[src/rtl/mc_ctrl_fsm_pkg.sv]
// mc_ctrl_fsm_pkg: state encodings, opcodes and control-field codes shared by the multi-cycle controller.
package mc_ctrl_fsm_pkg;

    typedef enum logic [3:0] {
        FETCH    = 4'd0,
        DECODE   = 4'd1,
        MEM_ADDR = 4'd2,
        MEM_RD   = 4'd3,
        MEM_WB   = 4'd4,
        MEM_WR   = 4'd5,
        R_EXEC   = 4'd6,
        R_WB     = 4'd7,
        I_EXEC   = 4'd8,
        I_WB     = 4'd9,
        BRANCH   = 4'd10,
        JUMP     = 4'd11,
        JAL      = 4'd12
    } state_e;

    localparam logic [5:0] OP_R    = 6'h00;
    localparam logic [5:0] OP_J    = 6'h02;
    localparam logic [5:0] OP_JAL  = 6'h03;
    localparam logic [5:0] OP_BEQ  = 6'h04;
    localparam logic [5:0] OP_BNE  = 6'h05;
    localparam logic [5:0] OP_ADDI = 6'h08;
    localparam logic [5:0] OP_LW   = 6'h23;
    localparam logic [5:0] OP_SW   = 6'h2B;
    localparam logic [5:0] OP_LB   = 6'h20;
    localparam logic [5:0] OP_SB   = 6'h28;

    localparam logic [1:0] ALU_ADD     = 2'b00;
    localparam logic [1:0] ALU_SUB     = 2'b01;
    localparam logic [1:0] ALU_FUNCT   = 2'b10;
    localparam logic [1:0] ALU_IMM     = 2'b11;
    localparam logic [1:0] SRCB_B      = 2'b00;
    localparam logic [1:0] SRCB_4      = 2'b01;
    localparam logic [1:0] SRCB_IMM    = 2'b10;
    localparam logic [1:0] SRCB_IMM_SH = 2'b11;
    localparam logic [1:0] PCS_ALU     = 2'b00;
    localparam logic [1:0] PCS_ALUOUT  = 2'b01;
    localparam logic [1:0] PCS_JUMP    = 2'b10;
    localparam logic [1:0] RDST_RT     = 2'b00;
    localparam logic [1:0] RDST_RD     = 2'b01;
    localparam logic [1:0] RDST_RA     = 2'b10;

    typedef struct packed {
        logic       mem_req;
        logic       mem_read;
        logic       mem_write;
        logic       mem_byte;
        logic       i_or_d;
        logic       ir_write;
        logic       pc_write;
        logic       pc_write_cond;
        logic       branch_ne;
        logic [1:0] pc_source;
        logic       alu_src_a;
        logic [1:0] alu_src_b;
        logic [1:0] alu_op;
        logic [1:0] reg_dst;
        logic       mem_to_reg;
        logic       reg_write;
    } ctl_t;

    function automatic logic is_load(logic [5:0] op);
        return op == OP_LW || op == OP_LB;
    endfunction

endpackage

[src/rtl/mc_ctrl_fsm_if.sv]
// mc_ctrl_fsm_if: controller <-> datapath/memory bundle; master = controller, slave = datapath side.
interface mc_ctrl_fsm_if;
    logic [5:0] op;
    logic       mem_ready;
    logic       mem_req;
    logic       mem_read;
    logic       mem_write;
    logic       mem_byte;
    logic       i_or_d;
    logic       ir_write;
    logic       pc_write;
    logic       pc_write_cond;
    logic       branch_ne;
    logic [1:0] pc_source;
    logic       alu_src_a;
    logic [1:0] alu_src_b;
    logic [1:0] alu_op;
    logic [1:0] reg_dst;
    logic       mem_to_reg;
    logic       reg_write;
    logic       mem_err;
    logic [3:0] state;

    modport master (
        input  op, mem_ready,
        output mem_req, mem_read, mem_write, mem_byte, i_or_d, ir_write, pc_write, pc_write_cond,
               branch_ne, pc_source, alu_src_a, alu_src_b, alu_op, reg_dst, mem_to_reg, reg_write,
               mem_err, state
    );

    modport slave (
        output op, mem_ready,
        input  mem_req, mem_read, mem_write, mem_byte, i_or_d, ir_write, pc_write, pc_write_cond,
               branch_ne, pc_source, alu_src_a, alu_src_b, alu_op, reg_dst, mem_to_reg, reg_write,
               mem_err, state
    );
endinterface

[src/rtl/mc_ctrl_wait_timer.sv]
// mc_ctrl_wait_timer: counts stalled memory-request cycles; flags timeout and pulses mem_err the cycle after.
module mc_ctrl_wait_timer #(
    parameter int WAIT_MAX = 255
) (
    input  logic clk,
    input  logic rst_n,
    input  logic req_i,
    input  logic ready_i,
    output logic timeout_o,
    output logic mem_err_o
);
    localparam int CW = WAIT_MAX > 1 ? $clog2(WAIT_MAX) : 1;

    logic [CW-1:0] cnt_q, cnt_d;
    logic          err_q;
    logic          stall;

    assign stall     = req_i && !ready_i;
    assign timeout_o = (WAIT_MAX != 0) && stall && cnt_q == CW'(WAIT_MAX - 1);
    // Any cycle that is not a continuing stall (ready, idle, or the abort itself) restarts the count.
    assign cnt_d     = (stall && !timeout_o) ? cnt_q + 1'b1 : '0;
    assign mem_err_o = err_q;

    always_ff @(posedge clk or negedge rst_n) begin
        if (!rst_n) begin
            cnt_q <= '0;
            err_q <= 1'b0;
        end else begin
            cnt_q <= cnt_d;
            err_q <= timeout_o;
        end
    end
endmodule

[src/rtl/mc_ctrl_fsm.sv]
// mc_ctrl_fsm: multi-cycle IF/ID/EX/MEM/WB controller with memory req/ready handshake and wait timeout.
// Optional MC_CTRL_PERF_EN adds cycle and retired-instruction counters.
module mc_ctrl_fsm
    import mc_ctrl_fsm_pkg::*;
#(
    parameter int WAIT_MAX = 255
`ifdef MC_CTRL_PERF_EN
    , parameter int PERF_W = 32
`endif
) (
    input  logic clk,
    input  logic rst_n,
    mc_ctrl_fsm_if.master bus
`ifdef MC_CTRL_PERF_EN
    , output logic [PERF_W-1:0] cyc_cnt_o
    , output logic [PERF_W-1:0] ins_cnt_o
`endif
);
    state_e     state_q, state_d;
    logic [5:0] op_q, op_d;
    logic       timeout;
    logic       mem_err;
    ctl_t       c;

    mc_ctrl_wait_timer #(.WAIT_MAX(WAIT_MAX)) u_timer (
        .clk       (clk),
        .rst_n     (rst_n),
        .req_i     (bus.mem_req),
        .ready_i   (bus.mem_ready),
        .timeout_o (timeout),
        .mem_err_o (mem_err)
    );

    always_ff @(posedge clk or negedge rst_n) begin
        if (!rst_n) begin
            state_q <= FETCH;
            op_q    <= '0;
        end else begin
            state_q <= state_d;
            op_q    <= op_d;
        end
    end

    always_comb begin
        c       = '0;
        state_d = state_q;
        op_d    = op_q;
        case (state_q)
            FETCH: begin
                c.mem_req   = 1'b1;
                c.mem_read  = 1'b1;
                c.alu_src_b = SRCB_4;
                c.ir_write  = bus.mem_ready;
                c.pc_write  = bus.mem_ready;
                state_d     = bus.mem_ready ? DECODE : FETCH;
            end
            DECODE: begin
                op_d        = bus.op;
                c.alu_src_b = SRCB_IMM_SH;
                state_d     = bus.op == OP_R   ? R_EXEC :
                              bus.op == OP_J   ? JUMP   :
                              bus.op == OP_JAL ? JAL    :
                              (bus.op == OP_BEQ || bus.op == OP_BNE) ? BRANCH :
                              (is_load(bus.op) || bus.op == OP_SW || bus.op == OP_SB) ? MEM_ADDR : I_EXEC;
            end
            MEM_ADDR: begin
                c.alu_src_a = 1'b1;
                c.alu_src_b = SRCB_IMM;
                state_d     = is_load(op_q) ? MEM_RD : MEM_WR;
            end
            MEM_RD: begin
                c.mem_req  = 1'b1;
                c.mem_read = 1'b1;
                c.i_or_d   = 1'b1;
                c.mem_byte = op_q == OP_LB;
                state_d    = bus.mem_ready ? MEM_WB : timeout ? FETCH : MEM_RD;
            end
            MEM_WB: begin
                c.reg_write  = 1'b1;
                c.mem_to_reg = 1'b1;
                c.reg_dst    = RDST_RT;
                state_d      = FETCH;
            end
            MEM_WR: begin
                c.mem_req   = 1'b1;
                c.mem_write = 1'b1;
                c.i_or_d    = 1'b1;
                c.mem_byte  = op_q == OP_SB;
                state_d     = (bus.mem_ready || timeout) ? FETCH : MEM_WR;
            end
            R_EXEC: begin
                c.alu_src_a = 1'b1;
                c.alu_src_b = SRCB_B;
                c.alu_op    = ALU_FUNCT;
                state_d     = R_WB;
            end
            R_WB: begin
                c.reg_write = 1'b1;
                c.reg_dst   = RDST_RD;
                state_d     = FETCH;
            end
            I_EXEC: begin
                c.alu_src_a = 1'b1;
                c.alu_src_b = SRCB_IMM;
                c.alu_op    = ALU_IMM;
                state_d     = I_WB;
            end
            I_WB: begin
                c.reg_write = 1'b1;
                c.reg_dst   = RDST_RT;
                state_d     = FETCH;
            end
            BRANCH: begin
                c.alu_src_a     = 1'b1;
                c.alu_src_b     = SRCB_B;
                c.alu_op        = ALU_SUB;
                c.pc_write_cond = 1'b1;
                c.pc_source     = PCS_ALUOUT;
                c.branch_ne     = op_q == OP_BNE;
                state_d         = FETCH;
            end
            JUMP: begin
                c.pc_write  = 1'b1;
                c.pc_source = PCS_JUMP;
                state_d     = FETCH;
            end
            JAL: begin
                c.pc_write  = 1'b1;
                c.pc_source = PCS_JUMP;
                c.reg_write = 1'b1;
                c.reg_dst   = RDST_RA;
                state_d     = FETCH;
            end
            default: state_d = FETCH;
        endcase
    end

    // Strobes are forced low for as long as reset is held, not just from the next edge.
    assign {bus.mem_req, bus.mem_read, bus.mem_write, bus.mem_byte, bus.i_or_d, bus.ir_write,
            bus.pc_write, bus.pc_write_cond, bus.branch_ne, bus.pc_source, bus.alu_src_a,
            bus.alu_src_b, bus.alu_op, bus.reg_dst, bus.mem_to_reg, bus.reg_write} = rst_n ? c : '0;
    assign bus.state   = state_q;
    assign bus.mem_err = mem_err;

`ifdef MC_CTRL_PERF_EN
    logic [PERF_W-1:0] cyc_q, ins_q;

    always_ff @(posedge clk or negedge rst_n) begin
        if (!rst_n) begin
            cyc_q <= '0;
            ins_q <= '0;
        end else begin
            cyc_q <= cyc_q + 1'b1;
            if (state_d == FETCH && state_q != FETCH && !timeout) ins_q <= ins_q + 1'b1;
        end
    end

    assign cyc_cnt_o = cyc_q;
    assign ins_cnt_o = ins_q;
`endif
endmodule
[src/flat_wrapper.sv]
// flat-port wrapper written by rule: the top's interface ports become plain ports
module mc_ctrl_fsm_flat import mc_ctrl_fsm_pkg::*;
#(
    parameter int WAIT_MAX = 255

)
  (clk, rst_n, bus_op, bus_mem_ready, bus_mem_req, bus_mem_read, bus_mem_write, bus_mem_byte, bus_i_or_d, bus_ir_write, bus_pc_write, bus_pc_write_cond, bus_branch_ne, bus_pc_source, bus_alu_src_a, bus_alu_src_b, bus_alu_op, bus_reg_dst, bus_mem_to_reg, bus_reg_write, bus_mem_err, bus_state);
  mc_ctrl_fsm_if bus_i ();
  input  logic clk;
  input  logic rst_n;
  input wire logic [$bits(bus_i.op)-1:0] bus_op;
  input wire logic [$bits(bus_i.mem_ready)-1:0] bus_mem_ready;
  output wire logic [$bits(bus_i.mem_req)-1:0] bus_mem_req;
  output wire logic [$bits(bus_i.mem_read)-1:0] bus_mem_read;
  output wire logic [$bits(bus_i.mem_write)-1:0] bus_mem_write;
  output wire logic [$bits(bus_i.mem_byte)-1:0] bus_mem_byte;
  output wire logic [$bits(bus_i.i_or_d)-1:0] bus_i_or_d;
  output wire logic [$bits(bus_i.ir_write)-1:0] bus_ir_write;
  output wire logic [$bits(bus_i.pc_write)-1:0] bus_pc_write;
  output wire logic [$bits(bus_i.pc_write_cond)-1:0] bus_pc_write_cond;
  output wire logic [$bits(bus_i.branch_ne)-1:0] bus_branch_ne;
  output wire logic [$bits(bus_i.pc_source)-1:0] bus_pc_source;
  output wire logic [$bits(bus_i.alu_src_a)-1:0] bus_alu_src_a;
  output wire logic [$bits(bus_i.alu_src_b)-1:0] bus_alu_src_b;
  output wire logic [$bits(bus_i.alu_op)-1:0] bus_alu_op;
  output wire logic [$bits(bus_i.reg_dst)-1:0] bus_reg_dst;
  output wire logic [$bits(bus_i.mem_to_reg)-1:0] bus_mem_to_reg;
  output wire logic [$bits(bus_i.reg_write)-1:0] bus_reg_write;
  output wire logic [$bits(bus_i.mem_err)-1:0] bus_mem_err;
  output wire logic [$bits(bus_i.state)-1:0] bus_state;
  assign bus_i.op = bus_op;
  assign bus_i.mem_ready = bus_mem_ready;
  assign bus_mem_req = bus_i.mem_req;
  assign bus_mem_read = bus_i.mem_read;
  assign bus_mem_write = bus_i.mem_write;
  assign bus_mem_byte = bus_i.mem_byte;
  assign bus_i_or_d = bus_i.i_or_d;
  assign bus_ir_write = bus_i.ir_write;
  assign bus_pc_write = bus_i.pc_write;
  assign bus_pc_write_cond = bus_i.pc_write_cond;
  assign bus_branch_ne = bus_i.branch_ne;
  assign bus_pc_source = bus_i.pc_source;
  assign bus_alu_src_a = bus_i.alu_src_a;
  assign bus_alu_src_b = bus_i.alu_src_b;
  assign bus_alu_op = bus_i.alu_op;
  assign bus_reg_dst = bus_i.reg_dst;
  assign bus_mem_to_reg = bus_i.mem_to_reg;
  assign bus_reg_write = bus_i.reg_write;
  assign bus_mem_err = bus_i.mem_err;
  assign bus_state = bus_i.state;
  mc_ctrl_fsm #(.WAIT_MAX(WAIT_MAX)) u_core (.clk(clk), .rst_n(rst_n), .bus(bus_i));
endmodule
[config.mk]
export PLATFORM = sky130hd
export DESIGN_NAME = mc_ctrl_fsm_flat
export DESIGN_NICKNAME = d
export VERILOG_FILES = /design/src/rtl/mc_ctrl_fsm_pkg.sv /design/src/rtl/mc_ctrl_fsm_if.sv /design/src/rtl/mc_ctrl_wait_timer.sv /design/src/rtl/mc_ctrl_fsm.sv /design/src/flat_wrapper.sv
export SDC_FILE = /design/constraint.sdc
export NUM_CORES = 1
export LEC_CHECK = 0
export CAP_MARGIN = 20
export CORE_ASPECT_RATIO = 1.1
export CORE_MARGIN = 5
export CORE_UTILIZATION = 49
export DETAILED_ROUTE_END_ITERATION = 6
export PLACE_DENSITY = 0.8
export SLEW_MARGIN = 20
export SYNTH_ARGS = -nofsm -noshare
export SYNTH_HDL_FRONTEND = slang
export SYNTH_HIERARCHICAL = 1
export SYNTH_SLANG_ARGS = --single-unit
[constraint.sdc]
create_clock -name clk -period 2.6 [get_ports clk]
set_input_delay 0.65 -clock clk [delete_from_list [all_inputs] [get_ports clk]]
set_output_delay 0.65 -clock clk [all_outputs]
set_load 0.01 [all_outputs]
# After elaboration in Yosys (flattened, before gate mapping)
# Cells that the tools add are included.
[word_totals]
ram_bits = 0
rom_bits = 0
mem_count = 0
ff_bits = 19
word_cells = 76
in_bits = 9
latch_bits = 0
output_inout_bits = 25
[op_classes]
addsub = 1
n_bitwise = 0
n_shift = 0
n_div = 0
eq_ne = 25
mux = 27
n_reduce_logical = 19
n_mul = 0
n_lt_le_gt_ge = 0
[ops]
columns = ["cell", "n"]
rows = [
  ["== test 6 bit, second input constant", 7],
  ["case mux 4 bit (7 select lines)", 1],
  ["2-to-1 mux 4 bit", 6],
  ["== test 4 bit, second input constant", 5],
  ["2-to-1 mux 20 bit", 1],
  ["== test 6 x 3 -> 1 bit, second input constant", 3],
  ["== test 4 x 3 -> 1 bit, second input constant", 4],
  ["== test 6 x 2 -> 1 bit, second input constant", 2],
  ["case mux 2 bit (2 select lines)", 3],
  ["case mux 2 bit (3 select lines)", 2],
  ["adder 8 x 1 -> 8 bit, second input constant", 1],
  ["== test 4 x 2 -> 1 bit, second input constant", 2],
  ["== test 8 bit, second input constant", 1],
  ["2-to-1 mux 1 bit", 8],
  ["2-to-1 mux 8 bit", 1],
  ["OR reduction 4 bit", 2],
  ["logical NOT 6 bit", 1],
  ["logical OR 1 bit", 6],
  ["2-to-1 mux 3 bit", 2],
  ["OR reduction 2 bit", 3],
  ["== test 4 x 1 -> 1 bit, second input constant", 1],
  ["logical NOT 4 bit", 1],
  ["2-to-1 mux 2 bit", 2],
  ["logical AND 1 bit", 3],
  ["3 further kinds", 4],
]

# Depth between registers and ports, before layout
# Gate-level depths: netlist of run 1.
[logic_depth]
word_depth = 10
depth_mapped = 10
mapped_depth_nobuf = 9

# Hierarchy
# Netlist of run 1, hierarchy kept.
[modules_own_cells]
columns = ["module", "seq_area_each_um2", "area_per_inst_um2", "cells_each", "instances"]
rows = [
  ["mc_ctrl_fsm", 250.2, 913.4, 109, 1],
  ["mc_ctrl_wait_timer", 225.2, 439.2, 41, 1],
]

# Least setup slack after synthesis of run 1
# Ideal clock, no wire load.
[synth_path]
path_type = "reg-to-reg"
from = "reg u_core.state_q[1], in the netlist u_core/bus.state[1]"
to = "reg u_core.state_q[2], in the netlist u_core/bus.state[2]"
period_less_slack_ps = 2351
setup_ps = 137
arrival_ps = 2214
setup_slack_ps = 249
t_required_ps = 2463
stages_incl_launch_ff = 10
n_path_buf = 1
cell_sequence = "dfrtp_1 -> buf_2 -> or3_1 -> a21oi_1 -> nand2b_1 -> nor3_1 -> nor2_1 -> a22o_1 -> a21oi_1 -> o211ai_1"
[synth_via]
elab_chain_len = 9
word_cells_on_any_way = 15
classes_between = "eq/ne (6); mux (4); reduce/logical (5)"
[synth_rtl]
columns = ["item", "line", "source"]
rows = [
  ["start: declaration", "mc_ctrl_fsm.sv:19", "state_e state_q, state_d;"],
  ["start signal: assignment", "mc_ctrl_fsm.sv:39", "state_q <= state_d;"],
  ["== test 4 x 3 -> 1 bit (tied with other cells)", "mc_ctrl_fsm.sv:48", "case (state_q)"],
  ["OR reduction 3 bit (no source line) (*)", "--", ""],
  ["2-to-1 mux 1 bit (*)", "mc_ctrl_fsm.sv:48", ""],
  ["2-to-1 mux 20 bit (*)", "mc_ctrl_fsm.sv:141", "bus.alu_src_b, bus.alu_op, bus.reg_dst, bus.mem_to_reg, bus.reg_write} = rst_n ? c : '0;"],
  ["via bus_mem_req", "flat_wrapper.sv:13", "output wire logic [$bits(bus_i.mem_req)-1:0] bus_mem_req;"],
  ["logical AND 1 bit (*)", "mc_ctrl_wait_timer.sv:18", "assign stall = req_i && !ready_i;"],
  ["logical AND 1 bit (*)", "mc_ctrl_wait_timer.sv:19", "assign timeout_o = (WAIT_MAX != 0) && stall && cnt_q == CW'(WAIT_MAX - 1);"],
  ["via u_core.timeout", "mc_ctrl_fsm.sv:21", "logic timeout;"],
  ["logical OR 1 bit (*)", "mc_ctrl_fsm.sv:89", "state_d = (bus.mem_ready || timeout) ? FETCH : MEM_WR;"],
  ["2-to-1 mux 3 bit (*)", "mc_ctrl_fsm.sv:89", ""],
  ["case mux 4 bit (7 select lines) (*)", "mc_ctrl_fsm.sv:48", ""],
  ["via u_core.state_d[2]", "mc_ctrl_fsm.sv:19", ""],
]
# The timed path passes the listed nets; every way through them passes the cells marked *.
# A chain may end at the register's enable or synchronous reset.

# Worst setup path after layout of run 1
[layout_path]
from = "reg u_core.state_q[2], in the netlist u_core/bus.state[2]"
to = "out bus_alu_src_b[0]"
[layout_via]
elab_chain_len = 4
word_cells_on_any_way = 7
classes_between = "eq/ne (3); mux (2); reduce/logical (2)"
[layout_rtl]
columns = ["item", "line", "source"]
rows = [
  ["== test 4 x 2 -> 1 bit or == test 4 bit (tied branches)", "mc_ctrl_fsm.sv:48", ""],
  ["OR reduction 2 bit (no source line)", "--", ""],
  ["case mux 2 bit (3 select lines) (*)", "mc_ctrl_fsm.sv:48", ""],
  ["2-to-1 mux 20 bit (*)", "mc_ctrl_fsm.sv:141", ""],
  ["end: declaration", "flat_wrapper.sv:24", "output wire logic [$bits(bus_i.alu_src_b)-1:0] bus_alu_src_b;"],
]
# Mark *: on every way between the ends. The rest lies on a longest branch, timed or not.

==> flow_summary.toml, run 1 <==
[grt]
antenna_found_initial = 0
grt_pass1_wl_mm = 6.49
grt_max_degree = 16
grt_pass1_vias = 1454
grt-ovfl-total = 0
track_usage = 0.215

[setup_path]
cp_data_arrival_time_ps = 1840
worstPathBufferInverterCount = 2
critPathLaunch = "u_core/bus.state[2]"
r2r-start = "u_core/bus.state[2]"
slowest_delay_ps = 590
criticalPathCategory = "flop to primary output"
critPathTopFamily = "buffers and inverters"
path_cells = "buf_4 > nor4b_1 > clkdlybuf4s50_1"
crit_fanout = 6
critPathSlowestCell = "clkdlybuf4s50_1"
start_kind = "flop"
cp.required_ps = 1950
cp-end-kind = "primary output"

[floorplan]
dieArea_um2 = 3910
core_region_area_um2 = 2700
start_util = 0.500
die_y_um = 65.1
fp.dieW_um = 60.1
num_rows = 20
ioPinCount = 34

[clock_network]
cts_buffers = 3
cts_tree = "done"
htreeDepth = 1
cts_root_buffer = "clkbuf_4"
insertion_delay_ps = 310
cts_buffer_depth = 2
clock_sink_count = 19
cts.clk_slew.worst_paths_ps = 120
cts_hold_buf = 0

[sta]
clock-skew-final_ps = 8.88
slew_violations = 0
setup_viol = 0
fmax_ghz = 0.401
relSlewSlack = 0.661
worst_slew_pin_slew_ps = 503
hold_viol = 0
fin_crit_sh = 0.959
layout_min_cycle_time_ps = 2490

[finish]
layout.nets = 218
layout_commonest_cell = "buf_4"
finish.utilization = 0.709
drive_gt1_frac = 0.267
antennaDiodeCount = 0
stdcell_count = 239
layout.area.seq_um2 = 479
final_cell_mix = "buf_4, clkdlybuf4s50_1, dfrtp_1"
multiInputGateArea_um2 = 836
n_fill_cell = 206
synthToLayoutAreaGrowth_pct = 41.7

[drt]
wl_per_cell_um = 16.7
vias = 1389
dr.pass1.iters = 4
vias_per_cell = 5.81
routed_wl_mm = 3.99
first_iter_violations = 154
ant_nets = 0
drc = 0

[hold_path]
holdCritPathClass = "input pin to async pin"

[synth]
async_flop_share = 1.00
synth-seq-cells = 19
synth.distinct_cells = 52
synthCells = 150
netlist_area_um2 = 1350
yosysSeqAreaShare = 0.352
syn_avg_cell_area_um2 = 9.02
synth_fp_nets = 161
yosys_warnings = 6
synth_edf_count = 0
dominantRegCellSynth = "dfrtp_1"

[place]
place_congestion = 0.924
dp_hpwl_mm = 2.86
place_inst = 229
port_buffers = 33

[pwr]
ir_worst_vdd_v = 0.000603
power.density_nw_per_um2 = 742
power_leakage_uw = 0.000909

[run]
maxCapViolCount = 0

[outcome]
status = "complete, no violations"
state kept, by name (all words and copies together) (netlist names):
signal	cells
u_core/bus.state	4
u_core/op_q	6
u_core/u_timer/cnt_q	8
u_core/u_timer/mem_err_o	1
power by group:
| part | internal, µW | switching, µW | total [µW] | leakage, µW |
|---|---|---|---|---|
| sequential | 369 | 87.0 | 456 | 0.000244 |
| clock | 57.6 | 99.0 | 157 | 0.0000177 |
| combinational | 440 | 370 | 810 | 0.000648 |
synthesized netlist by cell type, drive strengths merged (4+ instances only):
cell,count,area share
mux2,6,0.067
nand2,10,0.028
a31oi,4,0.018
a21oi,11,0.043
dfrtp,19,0.35
buf,5,0.023
nor3,8,0.033
nor2,16,0.046
nand2b,5,0.023
o21ai,4,0.015
nand3,4,0.015
inv,4,0.011
nor2b,7,0.032
layout make-up:
| class | count | area share |
|---|---|---|
| flip-flops and latches | 19 | 0.250 |
| multi-input cells | 120 | 0.436 |
| clock inverters | 1 | 0.00261 |
| inverters | 4 | 0.00783 |
| repair buffers | 59 | 0.270 |
| well taps | 33 | 0.0215 |
| clock buffers | 3 | 0.0117 |
kinds of logic after synthesis:
group / after synthesis / share of synthesized area
mux: 7 / 0.0740
compound gates: 36 / 0.180
fa+ha+maj: 2 / 0.0185
simple gates: 71 / 0.310
xor+xnor: 4 / 0.0259
buf+inv: 11 / 0.0398
flops: 19 / 0.352
worst register-to-register path, delay by kind of cell (launching register included):
kind / cells / cell delay (ps)
buf+inv: 2 / 300
compound gates: 4 / 710
simple gates: 4 / 820
flops: 1 / 470
worst paths after layout:
check	endpoint	slack (ps)	depth (start not counted)
setup / recovery	bus_alu_src_b[0]	110	3
hold / removal	u_core/u_timer/cnt_q[4]	440	3
setup reg to reg	u_core/bus.state[0]	180	10
hold reg to reg	u_core/op_q[2]	550	1
max in group asynchronous	u_core/bus.state[0]	1930	3
min in group clk	u_core/op_q[2]	550	1
through the flow:
stage / total power (µW) / TNS [ps] / instance area (µm²) / setup WS, ps / hold slack [ps]
2_1_floorplan: 923 / 0 / 1350 / 249 / 354
3_3_place_gp: 1220 / -4440 / 1840 / -390 / 512
3_5_place_dp: 1240 / -4930 / 1840 / -408 / 519
4_1_cts: 1400 / 0 / 1890 / 4.78 / 549
5_1_grt: 1500 / -5.44 / 1920 / -5.44 / 437
6_report: 1420 / 0 / 1920 / 106 / 444
timing repair:
| item | in CTS | in global routing |
|---|---|---|
| pin swaps | 1 | 0 |
| setup endpoints to repair | 20 | 6 |
| buffers inserted | 3 | 2 |
| endpoints found under the hold margin | 0 | 0 |
| gates resized for setup | 23 | 6 |
| gates cloned | 1 | 0 |
per-layer routing:
metal / vias up / wire, µm / global-route usage
met5: - / 0 / 0
met3: 7 / 206 / 0.0314
li1: 663 / - / -
met2: 50 / 2120 / 0.369
met1: 669 / 1580 / 0.267
met4: 0 / 79 / 0.0803
No activity file was read; power rests on OpenSTA's default activity.
==> run 2: changes to the inputs <==
- CORE_UTILIZATION: 49 -> 45
- GPL_ROUTABILITY_DRIVEN: not set -> 1
- PLACE_DENSITY: 0.8 -> 0.74
==> run 2 against run 1 <==
Clock skew down 8.3 ps. Worst setup slack worse by 67 ps. Core utilization shrank 2.5 points. Count of clock-buffer cells in the layout is 1 higher. Largest power group unchanged.
==> flow_summary.toml, run 2 (same netlist as run 1, synthesis figures left out) <==
[outcome]
status = "complete, no violations"

[clock_network]
htreeDepth = 1
cts_hold_buf = 0
cts_buffers = 3
cts_root_buffer = "clkbuf_4"
clock_sink_count = 19
cts_tree = "done"
insertion_delay_ps = 290
cts.clk_slew.worst_paths_ps = 110
cts_buffer_depth = 2

[drt]
ant_nets = 0
vias_per_cell = 5.71
wl_per_cell_um = 15.0
drc = 0
routed_wl_mm = 3.58
dr.pass1.iters = 4
vias = 1358
first_iter_violations = 95

[place]
port_buffers = 33
pre_cts_slack_ps = -424
place_inst = 228
dp_hpwl_mm = 2.73
place_congestion = 0.856

[sta]
worst_slew_pin_slew_ps = 346
layout_min_cycle_time_ps = 2560
fin_crit_sh = 0.985
clock-skew-final_ps = 0.584
fmax_ghz = 0.390
relSlewSlack = 0.767
hold_viol = 0
setup_viol = 0
slew_violations = 0
fin_ws_ps = 38.2

[floorplan]
fp.dieW_um = 62.3
die_y_um = 67.5
ioPinCount = 34
core_region_area_um2 = 2830
dieArea_um2 = 4200
num_rows = 20
start_util = 0.478

[finish]
antennaDiodeCount = 0
max_flop_register = "u_core/u_timer/cnt_q"
layout_commonest_cell = "buf_4"
drive_gt1_frac = 0.249
synthToLayoutAreaGrowth_pct = 43.0
final_cell_mix = "buf_4, clkdlybuf4s50_1, dfrtp_1"
stdcell_count = 238
layout.nets = 217
largest_register_ffs = 8

[grt]
grt-ovfl-total = 0
grt_max_degree = 19
track_usage = 0.178
grt_pass1_wl_mm = 6.09
antenna_found_initial = 0
grt_pass1_vias = 1399

[pwr]
ir_worst_vdd_v = 0.000565
power.density_nw_per_um2 = 738
power_leakage_uw = 0.000926

[setup_path]
crit_fanout = 11
cp-end-kind = "primary output"
crit_end = "bus_pc_write_cond"
rr_worst_depth = 10
reg2reg_slack_ps = 240
criticalPathCategory = "input pin to primary output"
timing.rr.end = "u_core/bus.state[2]"
critPathLaunch = "rst_n"
start_kind = "input pin"
cp.required_ps = 1950
r2r-start = "u_core/bus.state[0]"
cp_data_arrival_time_ps = 1910

[run]
maxCapViolCount = 0

[hold_path]
holdCritPathClass = "flop to flop"
-- run 2: cell types whose count changed in the layout (fill, tap and decap cells not counted), sizes merged --
| cell | previous run | this run |
|---|---|---|
| dlymetal6s2s | 3 | 5 |
| buf | 27 | 25 |
| clkinv | 1 | 0 |
-- run 2: cell type report --
type / instances / area, µm²
Fill cell: 248 / 893
Multi-Input combinational cell: 120 / 846
Timing Repair Buffer: 58 / 527
Sequential cell: 19 / 479
Tap cell: 33 / 41.3
Clock buffer: 4 / 26.3
Inverter: 4 / 15.0
-- run 2: metrics by stage --
step / cell area [µm²] / utilization / power, µW / setup TNS, ps / hold WS, ps
2_1_floorplan: 1350 / - / 923 / 0 / 354
3_3_place_gp: 1830 / 0.646 / 1220 / -4540 / 513
3_5_place_dp: 1830 / 0.646 / 1250 / -5420 / 513
4_1_cts: 1870 / 0.661 / 1390 / 0 / 543
5_1_grt: 1930 / 0.684 / 1530 / -12.3 / 558
6_report: 1930 / 0.684 / 1430 / 0 / 543
-- run 2: critical path: stages --
cell	delay (ps)
dlygate4sd2_1	270
buf_6	160
and3_1	190
buf_4	110
clkdlybuf4s50_1	520
-- run 2: worst min path at each step --
| stage | from | to | slack [ps] | depth (start not counted) |
|---|---|---|---|---|
| floorplan | rst_n | u_core/bus.state[0] | 350 | 0 |
| global placement | u_core/op_q[2] | u_core/op_q[2] | 510 | 1 |
| detailed placement | u_core/op_q[2] | u_core/op_q[2] | 510 | 1 |
| CTS | u_core/op_q[2] | u_core/op_q[2] | 540 | 1 |
| global route | rst_n | u_core/u_timer/mem_err_o | 560 | 3 |
| finish | u_core/op_q[2] | u_core/op_q[2] | 540 | 1 |
-- run 2: repair_timing --
item	in CTS	in global routing
endpoints found under the setup margin	20	7
pin swaps	0	0
buffers inserted	1	5
resized for setup	20	9
-- run 2: where the power goes --
part | total (µW) | internal [µW] | leakage [µW] | switching [µW]
combinational | 817 | 460 | 0.000668 | 357
sequential | 459 | 369 | 0.000244 | 90.4
clock | 152 | 59.7 | 0.0000150 | 92.3
total | 1430 | 889 | 0.000926 | 539
-- run 2: per-layer routing --
metal  vias to the layer above  part of all wire  track usage
met5                         -                 0            0
met4                         0            0.0036       0.0318
met3                         2             0.036       0.0366
met2                        37              0.51        0.333
met1                       653              0.45        0.214
li1                        666                 -            -
==> run 3: changes to the inputs <==
- HOLD_SLACK_MARGIN: not set -> 0.12
==> results of run 3 <==
No change in the layout: final DEF, timing and power equal those of run 2.
